--- config.mk ---
export PLATFORM = sky130hd
export DESIGN_NAME = mem_dump_uart_flat
export DESIGN_NICKNAME = d
export VERILOG_FILES = /design/src/rtl/dump_pkg.sv /design/src/rtl/mem_dump_uart_if.sv /design/src/rtl/uart_tx.sv /design/src/rtl/mem_dump_uart.sv /design/src/flat_wrapper.sv
export SDC_FILE = /design/constraint.sdc
export NUM_CORES = 1
export LEC_CHECK = 0
export ABC_AREA = 1
export ABC_CLOCK_PERIOD_IN_PS = 8200
export CAP_MARGIN = 15
export CORE_AREA = 2 2 177 127
export DETAILED_ROUTE_END_ITERATION = 10
export DIE_AREA = 0 0 179 129
export GPL_TIMING_DRIVEN = 0
export HOLD_SLACK_MARGIN = 0.03
export PLACE_DENSITY_LB_ADDON = 0.08
export SLEW_MARGIN = 0
export SYNTH_ARGS = -nofsm -noshare
export SYNTH_HDL_FRONTEND = slang
export SYNTH_SLANG_ARGS = --single-unit
--- constraint.sdc ---
create_clock -name clk -period 8.2 [get_ports clk]
set_input_delay 1.23 -clock clk [delete_from_list [all_inputs] [get_ports clk]]
set_output_delay 1.23 -clock clk [all_outputs]
set_load 0.02 [all_outputs]
--- src/rtl/dump_pkg.sv ---
// Shared types and constants for the memory dump engine.
package dump_pkg;

   // Dump sequencer states
   typedef enum logic [2:0] {
      IDLE,
      ADDR,
      WAIT,
      SEND,
      TXW,
      FIN
   } state_e;

   // 50 MHz clock / 115200 baud
   localparam int CLKS_PER_BIT_DEF = 434;

endpackage

--- src/rtl/mem_dump_uart_if.sv ---
// Host control, memory read port and serial line of the dump engine.
interface mem_dump_uart_if #(
   parameter int AW = 24,
   parameter int DW = 8
);
   logic          start;
   logic [AW-1:0] base_addr;
   logic [AW-1:0] length;
   logic [AW-1:0] parallel_address;
   logic [DW-1:0] q;
   logic          tx;
   logic          busy;
   logic          done;

   // Environment side: host request plus the memory returning q
   modport master (
      output start, base_addr, length, q,
      input  parallel_address, tx, busy, done
   );

   // Dump engine side
   modport slave (
      input  start, base_addr, length, q,
      output parallel_address, tx, busy, done
   );
endinterface

--- src/rtl/uart_tx.sv ---
// UART 8N1 transmitter: start bit, DW data bits LSB first, stop bit.
module uart_tx
   import dump_pkg::*;
#(
   parameter int DW           = 8,
   parameter int CLKS_PER_BIT = CLKS_PER_BIT_DEF
) (
   input  logic          clk,
   input  logic          rst,
   input  logic          tx_start,
   input  logic [DW-1:0] tx_data,
   output logic          tx,
   output logic          tx_busy,
   output logic          tx_done
);
   localparam int FRAME = DW + 2;
   localparam int BW    = $clog2(CLKS_PER_BIT);
   localparam int CW    = $clog2(FRAME);
   localparam logic [BW-1:0] BAUD_LAST = BW'(CLKS_PER_BIT - 1);
   localparam logic [CW-1:0] BIT_LAST  = CW'(FRAME - 1);

   logic             active_q, active_d;
   logic [BW-1:0]    baud_q, baud_d;
   logic [CW-1:0]    bit_q, bit_d;
   logic [FRAME-1:0] shift_q, shift_d;
   logic             bit_end;

   // Idle line is high; an abort by reset drops active_q and releases the line at once
   assign bit_end = active_q && (baud_q == BAUD_LAST);
   assign tx      = active_q ? shift_q[0] : 1'b1;
   assign tx_busy = active_q;
   assign tx_done = bit_end && (bit_q == BIT_LAST);

   // Frame sequencing: load on tx_start, shift one bit every CLKS_PER_BIT cycles
   always_comb begin
      active_d = active_q;
      baud_d   = baud_q;
      bit_d    = bit_q;
      shift_d  = shift_q;
      if (!active_q) begin
         if (tx_start) begin
            active_d = 1'b1;
            baud_d   = '0;
            bit_d    = '0;
            shift_d  = {1'b1, tx_data, 1'b0};
         end
      end else if (bit_end) begin
         baud_d  = '0;
         shift_d = {1'b1, shift_q[FRAME-1:1]};
         if (bit_q == BIT_LAST) begin
            active_d = 1'b0;
         end else begin
            bit_d = bit_q + 1'b1;
         end
      end else begin
         baud_d = baud_q + 1'b1;
      end
   end

   // Control state: cleared asynchronously
   always_ff @(posedge clk or posedge rst) begin
      if (rst) begin
         active_q <= 1'b0;
         baud_q   <= '0;
         bit_q    <= '0;
      end else begin
         active_q <= active_d;
         baud_q   <= baud_d;
         bit_q    <= bit_d;
      end
   end

   // Frame data: only observed while active_q is set, so it needs no reset
   always_ff @(posedge clk) begin
      shift_q <= shift_d;
   end
endmodule

--- src/rtl/mem_dump_uart.sv ---
// Walks an address window on the processor external read port and
// streams every returned byte out as UART 8N1.
module mem_dump_uart
   import dump_pkg::*;
#(
   parameter int AW           = 24,
   parameter int DW           = 8,
   parameter int READ_LAT     = 2,
   parameter int CLKS_PER_BIT = CLKS_PER_BIT_DEF
) (
   input  logic            clk,
   input  logic            rst,
   mem_dump_uart_if.slave  bus
);
   // The address register adds one cycle before the memory sees the new
   // address, so q is sampled READ_LAT cycles after parallel_address changes.
   localparam int LW = $clog2(READ_LAT + 1);
   localparam logic [LW-1:0] LAT_LAST = LW'(READ_LAT);

   state_e        state_q, state_d;
   logic [AW-1:0] addr_q, addr_d;
   logic [AW-1:0] rem_q, rem_d;
   logic [AW-1:0] pa_q, pa_d;
   logic [LW-1:0] lat_q, lat_d;
   logic [DW-1:0] byte_q, byte_d;
   logic          tx_start, tx_busy, tx_done;

   assign bus.parallel_address = pa_q;
   assign bus.busy             = state_q inside {ADDR, WAIT, SEND, TXW};
   assign bus.done             = (state_q == FIN);

   // Sequencer next state and datapath updates
   always_comb begin
      state_d  = state_q;
      addr_d   = addr_q;
      rem_d    = rem_q;
      pa_d     = pa_q;
      lat_d    = lat_q;
      byte_d   = byte_q;
      tx_start = 1'b0;
      unique case (state_q)
         IDLE: begin
            if (bus.start) begin
               addr_d  = bus.base_addr;
               rem_d   = bus.length;
               state_d = (bus.length == '0) ? FIN : ADDR;
            end
         end
         ADDR: begin
            pa_d    = addr_q;
            lat_d   = '0;
            state_d = WAIT;
         end
         WAIT: begin
            if (lat_q == LAT_LAST) begin
               byte_d  = bus.q;
               state_d = SEND;
            end else begin
               lat_d = lat_q + 1'b1;
            end
         end
         SEND: begin
            // The transmitter is always idle here; the guard keeps a stray
            // pulse from ever landing on a frame in flight.
            if (!tx_busy) begin
               tx_start = 1'b1;
               state_d  = TXW;
            end
         end
         TXW: begin
            if (tx_done) begin
               rem_d   = rem_q - 1'b1;
               addr_d  = addr_q + 1'b1;
               state_d = (rem_q == AW'(1)) ? FIN : ADDR;
            end
         end
         FIN:     state_d = IDLE;
         default: state_d = IDLE;
      endcase
   end

   // Control and address registers: cleared asynchronously
   always_ff @(posedge clk or posedge rst) begin
      if (rst) begin
         state_q <= IDLE;
         addr_q  <= '0;
         rem_q   <= '0;
         pa_q    <= '0;
         lat_q   <= '0;
      end else begin
         state_q <= state_d;
         addr_q  <= addr_d;
         rem_q   <= rem_d;
         pa_q    <= pa_d;
         lat_q   <= lat_d;
      end
   end

   // Captured byte: always rewritten before it is transmitted
   always_ff @(posedge clk) begin
      byte_q <= byte_d;
   end

   uart_tx #(
      .DW           (DW),
      .CLKS_PER_BIT (CLKS_PER_BIT)
   ) u_uart_tx (
      .clk      (clk),
      .rst      (rst),
      .tx_start (tx_start),
      .tx_data  (byte_q),
      .tx       (bus.tx),
      .tx_busy  (tx_busy),
      .tx_done  (tx_done)
   );
endmodule
--- src/flat_wrapper.sv ---
// flat-port wrapper written by rule: the top's interface ports become plain ports
module mem_dump_uart_flat import dump_pkg::*;
#(
   parameter int AW           = 24,
   parameter int DW           = 8,
   parameter int READ_LAT     = 2,
   parameter int CLKS_PER_BIT = CLKS_PER_BIT_DEF
)
  (clk, rst, bus_start, bus_base_addr, bus_length, bus_q, bus_parallel_address, bus_tx, bus_busy, bus_done);
  mem_dump_uart_if #(.AW(AW), .DW(DW)) bus_i ();
  input  logic clk;
  input  logic rst;
  input wire logic [$bits(bus_i.start)-1:0] bus_start;
  input wire logic [$bits(bus_i.base_addr)-1:0] bus_base_addr;
  input wire logic [$bits(bus_i.length)-1:0] bus_length;
  input wire logic [$bits(bus_i.q)-1:0] bus_q;
  output wire logic [$bits(bus_i.parallel_address)-1:0] bus_parallel_address;
  output wire logic [$bits(bus_i.tx)-1:0] bus_tx;
  output wire logic [$bits(bus_i.busy)-1:0] bus_busy;
  output wire logic [$bits(bus_i.done)-1:0] bus_done;
  assign bus_i.start = bus_start;
  assign bus_i.base_addr = bus_base_addr;
  assign bus_i.length = bus_length;
  assign bus_i.q = bus_q;
  assign bus_parallel_address = bus_i.parallel_address;
  assign bus_tx = bus_i.tx;
  assign bus_busy = bus_i.busy;
  assign bus_done = bus_i.done;
  mem_dump_uart #(.AW(AW), .DW(DW), .READ_LAT(READ_LAT), .CLKS_PER_BIT(CLKS_PER_BIT)) u_core (.clk(clk), .rst(rst), .bus(bus_i));
endmodule
==> flow_metrics.env <==
export IMPL_period_share_pct=43.4
export IMPL_grt_met3_usage_pct=3.81
export IMPL_busiest_layer="met1"
export IMPL_layout_commonest_cell="nand2_1"
export IMPL_grt_usage_pct=18.6
export IMPL_routedWlPerCell_um=15.8
export IMPL_crit_path_start_kind="register"
export IMPL_cts_tree="built"
export IMPL_worstSetupPathType="register to output port"
export IMPL_totalWireLength_um=20400
export IMPL_gp_congestion=0.902
export IMPL_hold_path_class="register to register"
export IMPL_cts_hold_buf=0
export IMPL_grt_max_degree=50
export IMPL_drtPass1Iterations=5
export IMPL_post_cts_setup_buffers=0
export IMPL_grt_overflow_total=0
export IMPL_most_common_layout_cells="nand2_1, nor2_1, dfrtp_1, clkdlybuf4s50_1, inv_1"
export IMPL_maxSlewViolCount=0
export IMPL_avgSynthCellArea_um2=6.95
export IMPL_crit_required_ns=6.97
export IMPL_leakagePower_nw=3.58
export IMPL_fin_crit_ns=3.56
export IMPL_port_buffers=85
export IMPL_status="completed"
export IMPL_relSlewSlack_pct=45.2
export IMPL_max_freq_mhz=281
export IMPL_rsz0062_at_grt="no"
export IMPL_grt_pass1_vias=5535
export IMPL_hold_viol_final=0
export IMPL_tightest_slew_ns=0.819
export IMPL_cts_resized=0
export IMPL_synth_ff_type="dfrtp_1"
export IMPL_powerDensity_nw_per_um2=330
export IMPL_initial_core_util_pct=29.6
export IMPL_critPathArrivalTime_ns=2.33
export IMPL_grt_pass1_wl_um=32000
export IMPL_ys_seq_area_share_pct=44.1
export IMPL_setup_viol=0
export IMPL_worstPathMaxFanout=10
export IMPL_clkTransAtPathRegs_ns=0.07
export IMPL_syn_area_um2=6320
export IMPL_layout_nets=1074
export IMPL_clk_path_buf_depth=2
export IMPL_skew_ns=0.00902
export IMPL_crit_path_end_kind="output port"
export IMPL_ir_drop_mv=0.131
export IMPL_antenna_found_initial=0
export IMPL_synth_edff_count=17
export IMPL_n_antenna_cell=0
export IMPL_fillCellCount=2319
export IMPL_vias=5972
export IMPL_cts_root_buf="clkbuf_16"
export IMPL_die_y_um=129
export IMPL_synthCells=910
export IMPL_ys_types=31
export IMPL_drc=0
export IMPL_tns_ns=0
export IMPL_clock_sinks=108
export IMPL_die_area_um2=23100
export IMPL_syn_nets=977
export IMPL_clk_latency_ns=0.36
export IMPL_max_cap_violations=0
export IMPL_drt_initial_drc_count=546
export IMPL_syn_to_final_growth_pct=24.4
export IMPL_cts_buffers=9
export IMPL_drive_above_1_share_pct=6.03
export IMPL_core_um2=21300
export IMPL_io_pins=86
export IMPL_dp_hpwl_um=15500
export IMPL_grt_use_met2_pct=23.8
export IMPL_fp_row_count=45
export IMPL_avgViaCountPerCell=4.62
export IMPL_total_power_w=0.00259
export IMPL_drtAntennaViolNets=0
export IMPL_cts_max_level=3
export IMPL_synth_warnings=0
export IMPL_die_x_um=179
export IMPL_grt_met1_usage_pct=31.0
export IMPL_async_flop_share_pct=84.3
export IMPL_synth_seq_cells=108
[power by group]
part / switching (W) / total, W / leakage (nW) / internal [W]
registers: 0.000216 / 0.000963 / 1.29 / 0.000747
clock network: 0.000215 / 0.000483 / 0.146 / 0.000268
logic: 0.000729 / 0.00115 / 2.14 / 0.000417
[layout make-up]
type / instances / area (um^2) / share of cell area, %
repair buffers: 86 / 878 / 11.2
clock inverters: 4 / 76.3 / 0.970
inverters: 92 / 348 / 4.42
multi-input cells: 683 / 3040 / 38.6
flip-flops and latches: 108 / 2790 / 35.4
well taps: 282 / 353 / 4.49
clock buffers: 11 / 233 / 2.96
plain buffers: 27 / 154 / 1.96
[cells by family (layout without fill, tap and decap cells)]
kind of cell	Yosys count	in the layout	synth area share (%)
AO/OA/AOI/OAI	75	75	6.21
XOR/XNOR	8	8	1.11
adder cells (fa/ha/maj)	8	8	1.58
buffers and inverters	119	220	7.90
flip-flops	108	108	44.1
multiplexers	1	1	0.178
AND/OR/NAND/NOR	591	591	38.9
[routing by layer]
layer,vias up,wire length [um],share of wire [%]
li1,3071,-,-
met4,0,146,0.72
met3,8,1160,5.7
met1,2738,11700,57
met2,155,7390,36
met5,-,0,0
[final timing paths]
check,startpoint,endpoint,slack [ns],cells after the start
min,u_core.bus.parallel_address[10]$_DFFE_PP0P_,u_core.bus.parallel_address[10]$_DFFE_PP0P_,0.49,2
max in group asynchronous,rst,u_core.rem_q[23]$_DFFE_PP0P_,6.24,3
min reg2reg,u_core.bus.parallel_address[10]$_DFFE_PP0P_,u_core.bus.parallel_address[10]$_DFFE_PP0P_,0.49,2
min in group asynchronous,rst,u_core.u_uart_tx.baud_q[7]$_DFFE_PP0P_,1.30,2
max,u_core.state_q[2]$_DFFE_PP0P_,bus_busy,4.64,7
max reg2reg,u_core.u_uart_tx.baud_q[1]$_DFFE_PP0P_,u_core.u_uart_tx.shift_q[5]$_DFFE_PP_,6.12,6
[sequential cells by signal, summed over array words and instances (netlist names)]
register and cells:
u_core.addr_q 24, u_core.bus.parallel_address 24, u_core.rem_q 24, u_core.u_uart_tx.baud_q 9, u_core.u_uart_tx.shift_q 9, u_core.byte_q 8, u_core.u_uart_tx.bit_q 4, u_core.state_q 3
u_core.lat_q 2, u_core.u_uart_tx.tx_busy 1
[worst max-delay path, cell delays in order, from the launching register on]
cell	delay [ns]
dfrtp_1	0.47
inv_2	0.18
nand3_1	0.21
buf_2	0.26
nand2_1	0.09
inv_1	0.06
nand3_1	0.09
clkdlybuf4s50_1	0.61
[through the flow]
stage	util, %	area (um^2)	worst slack [ns]	hold WS (ns)	cells
after floorplan	-	6320	4.61	0.459	910
after global placement	35.3	7530	2.74	0.473	1277
after detailed placement	35.4	7560	4.98	0.481	1278
after CTS	36.9	7870	4.58	0.497	1293
after global routing	36.9	7870	4.45	0.505	1293
final	36.9	7870	4.64	0.491	1293
[Yosys cell counts (2+ instances only)]
| cell type | instances | area, um^2 |
|---|---|---|
| xor2_1 | 6 | 52.6 |
| edfxtp_1 | 17 | 510 |
| inv_2 | 8 | 30.0 |
| nor3_2 | 2 | 20.0 |
| buf_2 | 12 | 60.1 |
| nand2_1 | 330 | 1240 |
| ha_1 | 8 | 100 |
| or2_2 | 5 | 31.3 |
| nand2_2 | 2 | 12.5 |
| nand3b_1 | 7 | 52.6 |
| nand3_1 | 80 | 400 |
| a21oi_1 | 2 | 10.0 |
| o211ai_1 | 4 | 30.0 |
| xnor2_1 | 2 | 17.5 |
| nor3_1 | 4 | 20.0 |
| buf_4 | 8 | 60.1 |
| o21ai_0 | 52 | 260 |
| nand4_1 | 16 | 100 |
| nor2_1 | 136 | 510 |
| clkbuf_1 | 6 | 22.5 |
| dfrtp_1 | 91 | 2280 |
| inv_1 | 84 | 315 |
| o22ai_1 | 6 | 37.5 |
| o21ai_1 | 11 | 55.1 |
| nor2_2 | 5 | 31.3 |
No activity file was read; power rests on OpenSTA's default activity.
